### config.mk
export PLATFORM = sky130hd
export DESIGN_NAME = fetch_unit_flat
export DESIGN_NICKNAME = d
export VERILOG_FILES = /design/src/rtl/fetch_unit_pkg.sv /design/src/rtl/fetch_unit_if.sv /design/src/rtl/fetch_unit_pc_register.sv /design/src/rtl/fetch_unit.sv /design/src/flat_wrapper.sv
export SDC_FILE = /design/constraint.sdc
export NUM_CORES = 1
export LEC_CHECK = 0
export CORE_MARGIN = 3
export CORE_UTILIZATION = 37
export DETAILED_ROUTE_END_ITERATION = 16
export PLACE_DENSITY = 0.84
export SETUP_SLACK_MARGIN = 0.1
export SLEW_MARGIN = 5
export SYNTH_ARGS = -nofsm -noshare
export SYNTH_HDL_FRONTEND = slang
export SYNTH_SLANG_ARGS = --single-unit
export TNS_END_PERCENT = 20
### constraint.sdc
create_clock -name in_clk -period 1.8 [get_ports in_clk]
set_input_delay 0.27 -clock in_clk [delete_from_list [all_inputs] [get_ports in_clk]]
set_output_delay 0.27 -clock in_clk [all_outputs]
set_load 0.03 [all_outputs]
### src/rtl/fetch_unit_pkg.sv
// Shared definitions for the fetch unit and control unit: default widths
// and the fetch FSM state encoding.
package fetch_unit_pkg;

    localparam int PC_WIDTH_DEF = 8;
    localparam int IR_WIDTH_DEF = 16;

    localparam logic [1:0] FSM_IDLE = 2'd0;
    localparam logic [1:0] FSM_REQ  = 2'd1;
    localparam logic [1:0] FSM_WAIT = 2'd2;

    typedef enum logic [1:0] {
        ST_IDLE = FSM_IDLE,
        ST_REQ  = FSM_REQ,
        ST_WAIT = FSM_WAIT
    } fetch_state_e;

endpackage

### src/rtl/fetch_unit_if.sv
// Program-memory read channel between the fetch unit (master) and the
// instruction memory (slave).
interface fetch_unit_if
    import fetch_unit_pkg::*;
#(
    parameter int PC_WIDTH = PC_WIDTH_DEF,
    parameter int IR_WIDTH = IR_WIDTH_DEF
);
    logic                imem_req;
    logic [PC_WIDTH-1:0] imem_addr;
    logic                imem_valid;
    logic [IR_WIDTH-1:0] imem_data;

    modport master (
        output imem_req,
        output imem_addr,
        input  imem_valid,
        input  imem_data
    );

    modport slave (
        input  imem_req,
        input  imem_addr,
        output imem_valid,
        output imem_data
    );
endinterface

### src/rtl/fetch_unit_pc_register.sv
// Program counter: load has priority over increment; arithmetic wraps
// modulo 2^PC_WIDTH.
module pc_register #(
    parameter int PC_WIDTH = 8
) (
    input  logic                i_clk,
    input  logic                i_rst_n,
    input  logic                i_load,
    input  logic [PC_WIDTH-1:0] i_load_value,
    input  logic                i_inc,
    output logic [PC_WIDTH-1:0] o_pc
);
    localparam logic [PC_WIDTH-1:0] PC_ONE = {{(PC_WIDTH-1){1'b0}}, 1'b1};

    logic [PC_WIDTH-1:0] r_pc;

    // PC state: load wins, all increment sources collapse into a single +1
    always_ff @(posedge i_clk or negedge i_rst_n) begin
        if (!i_rst_n) begin
            r_pc <= '0;
        end else if (i_load) begin
            r_pc <= i_load_value;
        end else if (i_inc) begin
            r_pc <= r_pc + PC_ONE;
        end else begin
            r_pc <= r_pc;
        end
    end

    assign o_pc = r_pc;

endmodule

### src/rtl/fetch_unit.sv
// Instruction fetch: IDLE/REQ/WAIT sequencer, instruction register and
// flush handling around a pc_register instance.
module fetch_unit
    import fetch_unit_pkg::*;
#(
    parameter int PC_WIDTH = PC_WIDTH_DEF,
    parameter int IR_WIDTH = IR_WIDTH_DEF
) (
    input  logic                in_clk,
    input  logic                in_rst_n,
    input  logic                in_fetch_start,
    input  logic                in_pc_load,
    input  logic [PC_WIDTH-1:0] in_pc_value,
    input  logic                in_pc_inc,
    input  logic                in_pc_enable_out,
    fetch_unit_if.master        imem,
    output logic [IR_WIDTH-1:0] out_ir,
    output logic                out_ir_valid,
    output logic                out_busy,
    output logic [PC_WIDTH-1:0] out_pc,
    output logic [PC_WIDTH-1:0] out_pc_bus
);
    fetch_state_e        r_state;
    logic                r_flush;
    logic                r_imem_req;
    logic                r_busy;
    logic                r_ir_valid;
    logic [IR_WIDTH-1:0] r_ir;

    logic                w_discard;
    logic                w_complete;
    logic [PC_WIDTH-1:0] w_pc;

    // A load now or earlier in this fetch makes the in-flight response stale
    assign w_discard  = r_flush | in_pc_load;
    assign w_complete = (r_state == ST_WAIT) & imem.imem_valid & ~w_discard;

    pc_register #(
        .PC_WIDTH (PC_WIDTH)
    ) u_pc_register (
        .i_clk        (in_clk),
        .i_rst_n      (in_rst_n),
        .i_load       (in_pc_load),
        .i_load_value (in_pc_value),
        .i_inc        (in_pc_inc | w_complete),
        .o_pc         (w_pc)
    );

    // Fetch sequencer with registered request, busy and IR outputs
    always_ff @(posedge in_clk or negedge in_rst_n) begin
        if (!in_rst_n) begin
            r_state    <= ST_IDLE;
            r_flush    <= 1'b0;
            r_imem_req <= 1'b0;
            r_busy     <= 1'b0;
            r_ir_valid <= 1'b0;
            r_ir       <= '0;
        end else begin
            r_ir_valid <= 1'b0;
            case (r_state)
                ST_IDLE: begin
                    if (in_fetch_start) begin
                        r_state    <= ST_REQ;
                        r_imem_req <= 1'b1;
                        r_busy     <= 1'b1;
                        r_flush    <= 1'b0;
                    end else begin
                        r_imem_req <= 1'b0;
                        r_busy     <= 1'b0;
                    end
                end
                ST_REQ: begin
                    r_state    <= ST_WAIT;
                    r_imem_req <= 1'b0;
                    r_busy     <= 1'b1;
                    if (in_pc_load) begin
                        r_flush <= 1'b1;
                    end else begin
                        r_flush <= r_flush;
                    end
                end
                ST_WAIT: begin
                    if (imem.imem_valid && w_discard) begin
                        r_state    <= ST_REQ;
                        r_imem_req <= 1'b1;
                        r_busy     <= 1'b1;
                        r_flush    <= 1'b0;
                    end else if (imem.imem_valid) begin
                        r_state    <= ST_IDLE;
                        r_imem_req <= 1'b0;
                        r_busy     <= 1'b0;
                        r_ir       <= imem.imem_data;
                        r_ir_valid <= 1'b1;
                    end else begin
                        r_imem_req <= 1'b0;
                        r_busy     <= 1'b1;
                        if (in_pc_load) begin
                            r_flush <= 1'b1;
                        end else begin
                            r_flush <= r_flush;
                        end
                    end
                end
                default: begin
                    r_state    <= ST_IDLE;
                    r_imem_req <= 1'b0;
                    r_busy     <= 1'b0;
                    r_flush    <= 1'b0;
                end
            endcase
        end
    end

    assign imem.imem_req  = r_imem_req;
    assign imem.imem_addr = w_pc;
    assign out_ir         = r_ir;
    assign out_ir_valid   = r_ir_valid;
    assign out_busy       = r_busy;
    assign out_pc         = w_pc;
    assign out_pc_bus     = in_pc_enable_out ? w_pc : {PC_WIDTH{1'b0}};

endmodule

### src/flat_wrapper.sv
// flat-port wrapper written by rule: the top's interface ports become plain ports
module fetch_unit_flat import fetch_unit_pkg::*;
#(
    parameter int PC_WIDTH = PC_WIDTH_DEF,
    parameter int IR_WIDTH = IR_WIDTH_DEF
)
  (in_clk, in_rst_n, in_fetch_start, in_pc_load, in_pc_value, in_pc_inc, in_pc_enable_out, out_ir, out_ir_valid, out_busy, out_pc, out_pc_bus, imem_imem_req, imem_imem_addr, imem_imem_valid, imem_imem_data);
  fetch_unit_if #(.PC_WIDTH(PC_WIDTH), .IR_WIDTH(IR_WIDTH)) imem_i ();
  input  logic in_clk;
  input  logic in_rst_n;
  input  logic in_fetch_start;
  input  logic in_pc_load;
  input  logic [PC_WIDTH-1:0] in_pc_value;
  input  logic in_pc_inc;
  input  logic in_pc_enable_out;
  output logic [IR_WIDTH-1:0] out_ir;
  output logic out_ir_valid;
  output logic out_busy;
  output logic [PC_WIDTH-1:0] out_pc;
  output logic [PC_WIDTH-1:0] out_pc_bus;
  output wire logic [$bits(imem_i.imem_req)-1:0] imem_imem_req;
  output wire logic [$bits(imem_i.imem_addr)-1:0] imem_imem_addr;
  input wire logic [$bits(imem_i.imem_valid)-1:0] imem_imem_valid;
  input wire logic [$bits(imem_i.imem_data)-1:0] imem_imem_data;
  assign imem_imem_req = imem_i.imem_req;
  assign imem_imem_addr = imem_i.imem_addr;
  assign imem_i.imem_valid = imem_imem_valid;
  assign imem_i.imem_data = imem_imem_data;
  fetch_unit #(.PC_WIDTH(PC_WIDTH), .IR_WIDTH(IR_WIDTH)) u_core (.in_clk(in_clk), .in_rst_n(in_rst_n), .in_fetch_start(in_fetch_start), .in_pc_load(in_pc_load), .in_pc_value(in_pc_value), .in_pc_inc(in_pc_inc), .in_pc_enable_out(in_pc_enable_out), .imem(imem_i), .out_ir(out_ir), .out_ir_valid(out_ir_valid), .out_busy(out_busy), .out_pc(out_pc), .out_pc_bus(out_pc_bus));
endmodule
==> summary.txt <==
outcome = finished, final reports clean
Setup Skew = 2.455 ps
critical path type = flip-flop to output port
setup_tns = 0 ps
total track usage = 15.51%
Top Ports = 74
Remaining Overflow, GRT = 0
main combinational cell family by area after synthesis = simple AND/OR/NAND/NOR gates
Final min period = 1717 ps
post-CTS setup buffers = 0
Area after DPL = 2362 um2
design area = 2466 um2
Final ANT Viol Nets = 0
sequential share of the synthesized area = 46.80%
clock buffer depth = 2
WL/cell = 14.06 um
vias in the first global route = 1364
final setup fails = 0
clock-pin slew on the worst setup and hold paths = 60 ps
largest net degree at the start of global routing = 31
Layout area overhead = 53.74%
drt via density = 5.018
Final Hold Fails = 0
std cell rows = 23
Die ar. = 5161 um2
cell taking the most area after synthesis = dfrtp_1
first-pass GRT wire length = 6.423 mm
CP Max Fanout = 8
mux contribution to synthesized area = 12.64%
Clk Latency, worst-skew pair = 270 ps
DRC viols = 0
WP data arrival = 1450 ps
r2r worst-path depth = 6
kind of cell adding the most delay to the critical path = buffers and inverters
Post-Syn Area = 1604 um2
antenna cells = 0
Leak = 1.091 nW
ys flop type = dfrtp_1
core area = 4086 um2
clock sink total = 30
Starting Density = 39.25%
CP required = 1530 ps
Netlist cell types = 37
f_max = 582.3 MHz
Final period util = 95.40%
final wirelength = 3.810 mm
Synth area leaders = dfrtp_1 (47%), mux2_1 (6.3%), mux2_2 (6.3%)
worst slew pin tran = 381.9 ps
RSZ-0062 raised after global routing = yes
r2r setup slk = 150 ps
die height = 71.84 um
post-synthesis compound-gate area fraction = 13.88%
Post-Synth Adder-Cell Area = 4.680%
slowest CP cell = clkdlybuf4s50_1
post-synthesis xor/xnor area fraction = 0%
final core occ = 60.35%
fin. max-slew vios = 0
Final Wtd Congestion = 0.7823
First DRT Iteration DRCs = 58
number of flops mapped to enable cells by yosys = 0
# port buffers = 73
total CTS buffers = 5
CP cell instances = clkdlybuf4s50_1
startpoint types = flip-flop
Reg-to-Reg End = u_core.out_ir[10]
ratio of cells with drive above 1 in the final layout = 15.84%
DRT Pass-1 Iters = 4
Crit. End Element = output port
Buf/Inv on CP = 1
Synth Instances = 146
R2R Path Start = u_core.r_state[0]
via count = 1360
Slew Limit Headroom = 74.54%
CP peak stage delay = 710 ps
Synth Area per Inst = 10.99 um2
Pwr Density = 1351 nW/um2
CTS tree = yes
worst hold path type = input pin to async pin
die width = 71.84 um
top cell type's share of synthesized area = 46.80%
Synth async-reset ratio = 100.0%
initial antenna violation count = 0
VDD IR max = 0.8596 mV
Layout Nets = 257
Max Cap Viol = 0
Seq cells post-synth = 30
Ys Warns = 0
DP HPWL = 2.887 mm
Mapped Nets = 183
Root Driver = clkbuf_8
top-count cell post-synth = dfrtp_1
worst hold margin = 387.6 ps
Synth Area in Simple Gates = 14.35%
most frequent cells after synthesis = dfrtp_1 (30), nand2_1 (14), mux2_1 (9), mux2_2 (9)
H-tree depth = 2
==> per-stage QoR <==
step	setup WS, ps	power [mW]	cells
2_1_floorplan	109.8	2.090	146
3_3_place_gp	74.77	2.769	263
3_5_place_dp	11.63	2.809	263
4_1_cts	23.25	3.367	271
5_1_grt	22.42	3.542	271
6_report	82.79	3.333	271
==> power breakdown <==
group          switching (mW)  total [mW]  leakage, nW  internal, mW
logic                   0.921        1.70        0.676         0.778
registers               0.152        1.08        0.368         0.926
clock network           0.250       0.556       0.0472         0.307
==> what timing repair did <==
item,in CTS,in global routing
gates resized for setup,1,4
hold buffers,0,0
setup endpoints to repair,8,23
==> how the worst max path moves through the flow <==
stage / start / end / slack (ps) / depth (start not counted)
2_1_floorplan: u_core.r_state[0] / u_core.out_ir[15] / 110 / 6
3_3_place_gp: imem_imem_valid / u_core.out_ir[12] / 70 / 5
3_5_place_dp: imem_imem_valid / u_core.out_ir[10] / 10 / 5
4_1_cts: u_core.u_pc_register.o_pc[0] / imem_imem_addr[0] / 20 / 1
5_1_grt: u_core.u_pc_register.o_pc[4] / out_pc[4] / 20 / 1
6_report: u_core.u_pc_register.o_pc[4] / out_pc[4] / 80 / 1
==> flip-flops by register name (all words and copies together) (netlist names) <==
register                   flops
u_core.out_ir                 16
u_core.u_pc_register.o_pc      8
u_core.r_state                 2
u_core.imem.imem_req           1
u_core.out_busy                1
u_core.out_ir_valid            1
u_core.r_flush                 1
==> cells by family (layout without fill, tap and decap cells) <==
| family | count (synthesis) | count (layout) |
|---|---|---|
| AND/OR/NAND/NOR | 42 | 42 |
| AO/OA/AOI/OAI | 30 | 30 |
| flip-flops | 30 | 30 |
| buffers and inverters | 20 | 95 |
| multiplexers | 18 | 18 |
| adder cells (fa/ha/maj) | 6 | 6 |
==> cell type report <==
cell class / instances / area, um2
Fill cell: 369 / 1620
Timing Repair Buffer: 81 / 804.5
Sequential cell: 30 / 750.7
Multi-Input combinational cell: 96 / 730.7
Clock buffer: 6 / 82.58
Tap cell: 50 / 62.56
Inverter: 6 / 22.52
Clock inverter: 2 / 12.51
==> metal layers <==
layer	track usage [%]	vias to the layer above	share of wire, %
met5	0	-	0
met4	3.340	0	0.29
met3	3.787	2	6.2
met2	26.73	53	51
met1	19.72	642	43
li1	-	663	-
==> cell usage in the layout, fill, tap and decap left out, drive strengths merged, types with 2 or more instances in the layout <==
master,count
and4,2
ha,6
clkdlybuf4s50,60
o31ai,2
mux2,18
dfrtp,30
clkinv,2
a21boi,2
nor3,2
nor2,4
buf,16
nand3,4
o211ai,8
dlymetal6s2s,4
and2,8
inv,5
o21ai,2
a21oi,7
nand2,14
nor2b,3
a2111o,3
clkbuf,6
Power figures use the tool's default switching activity.
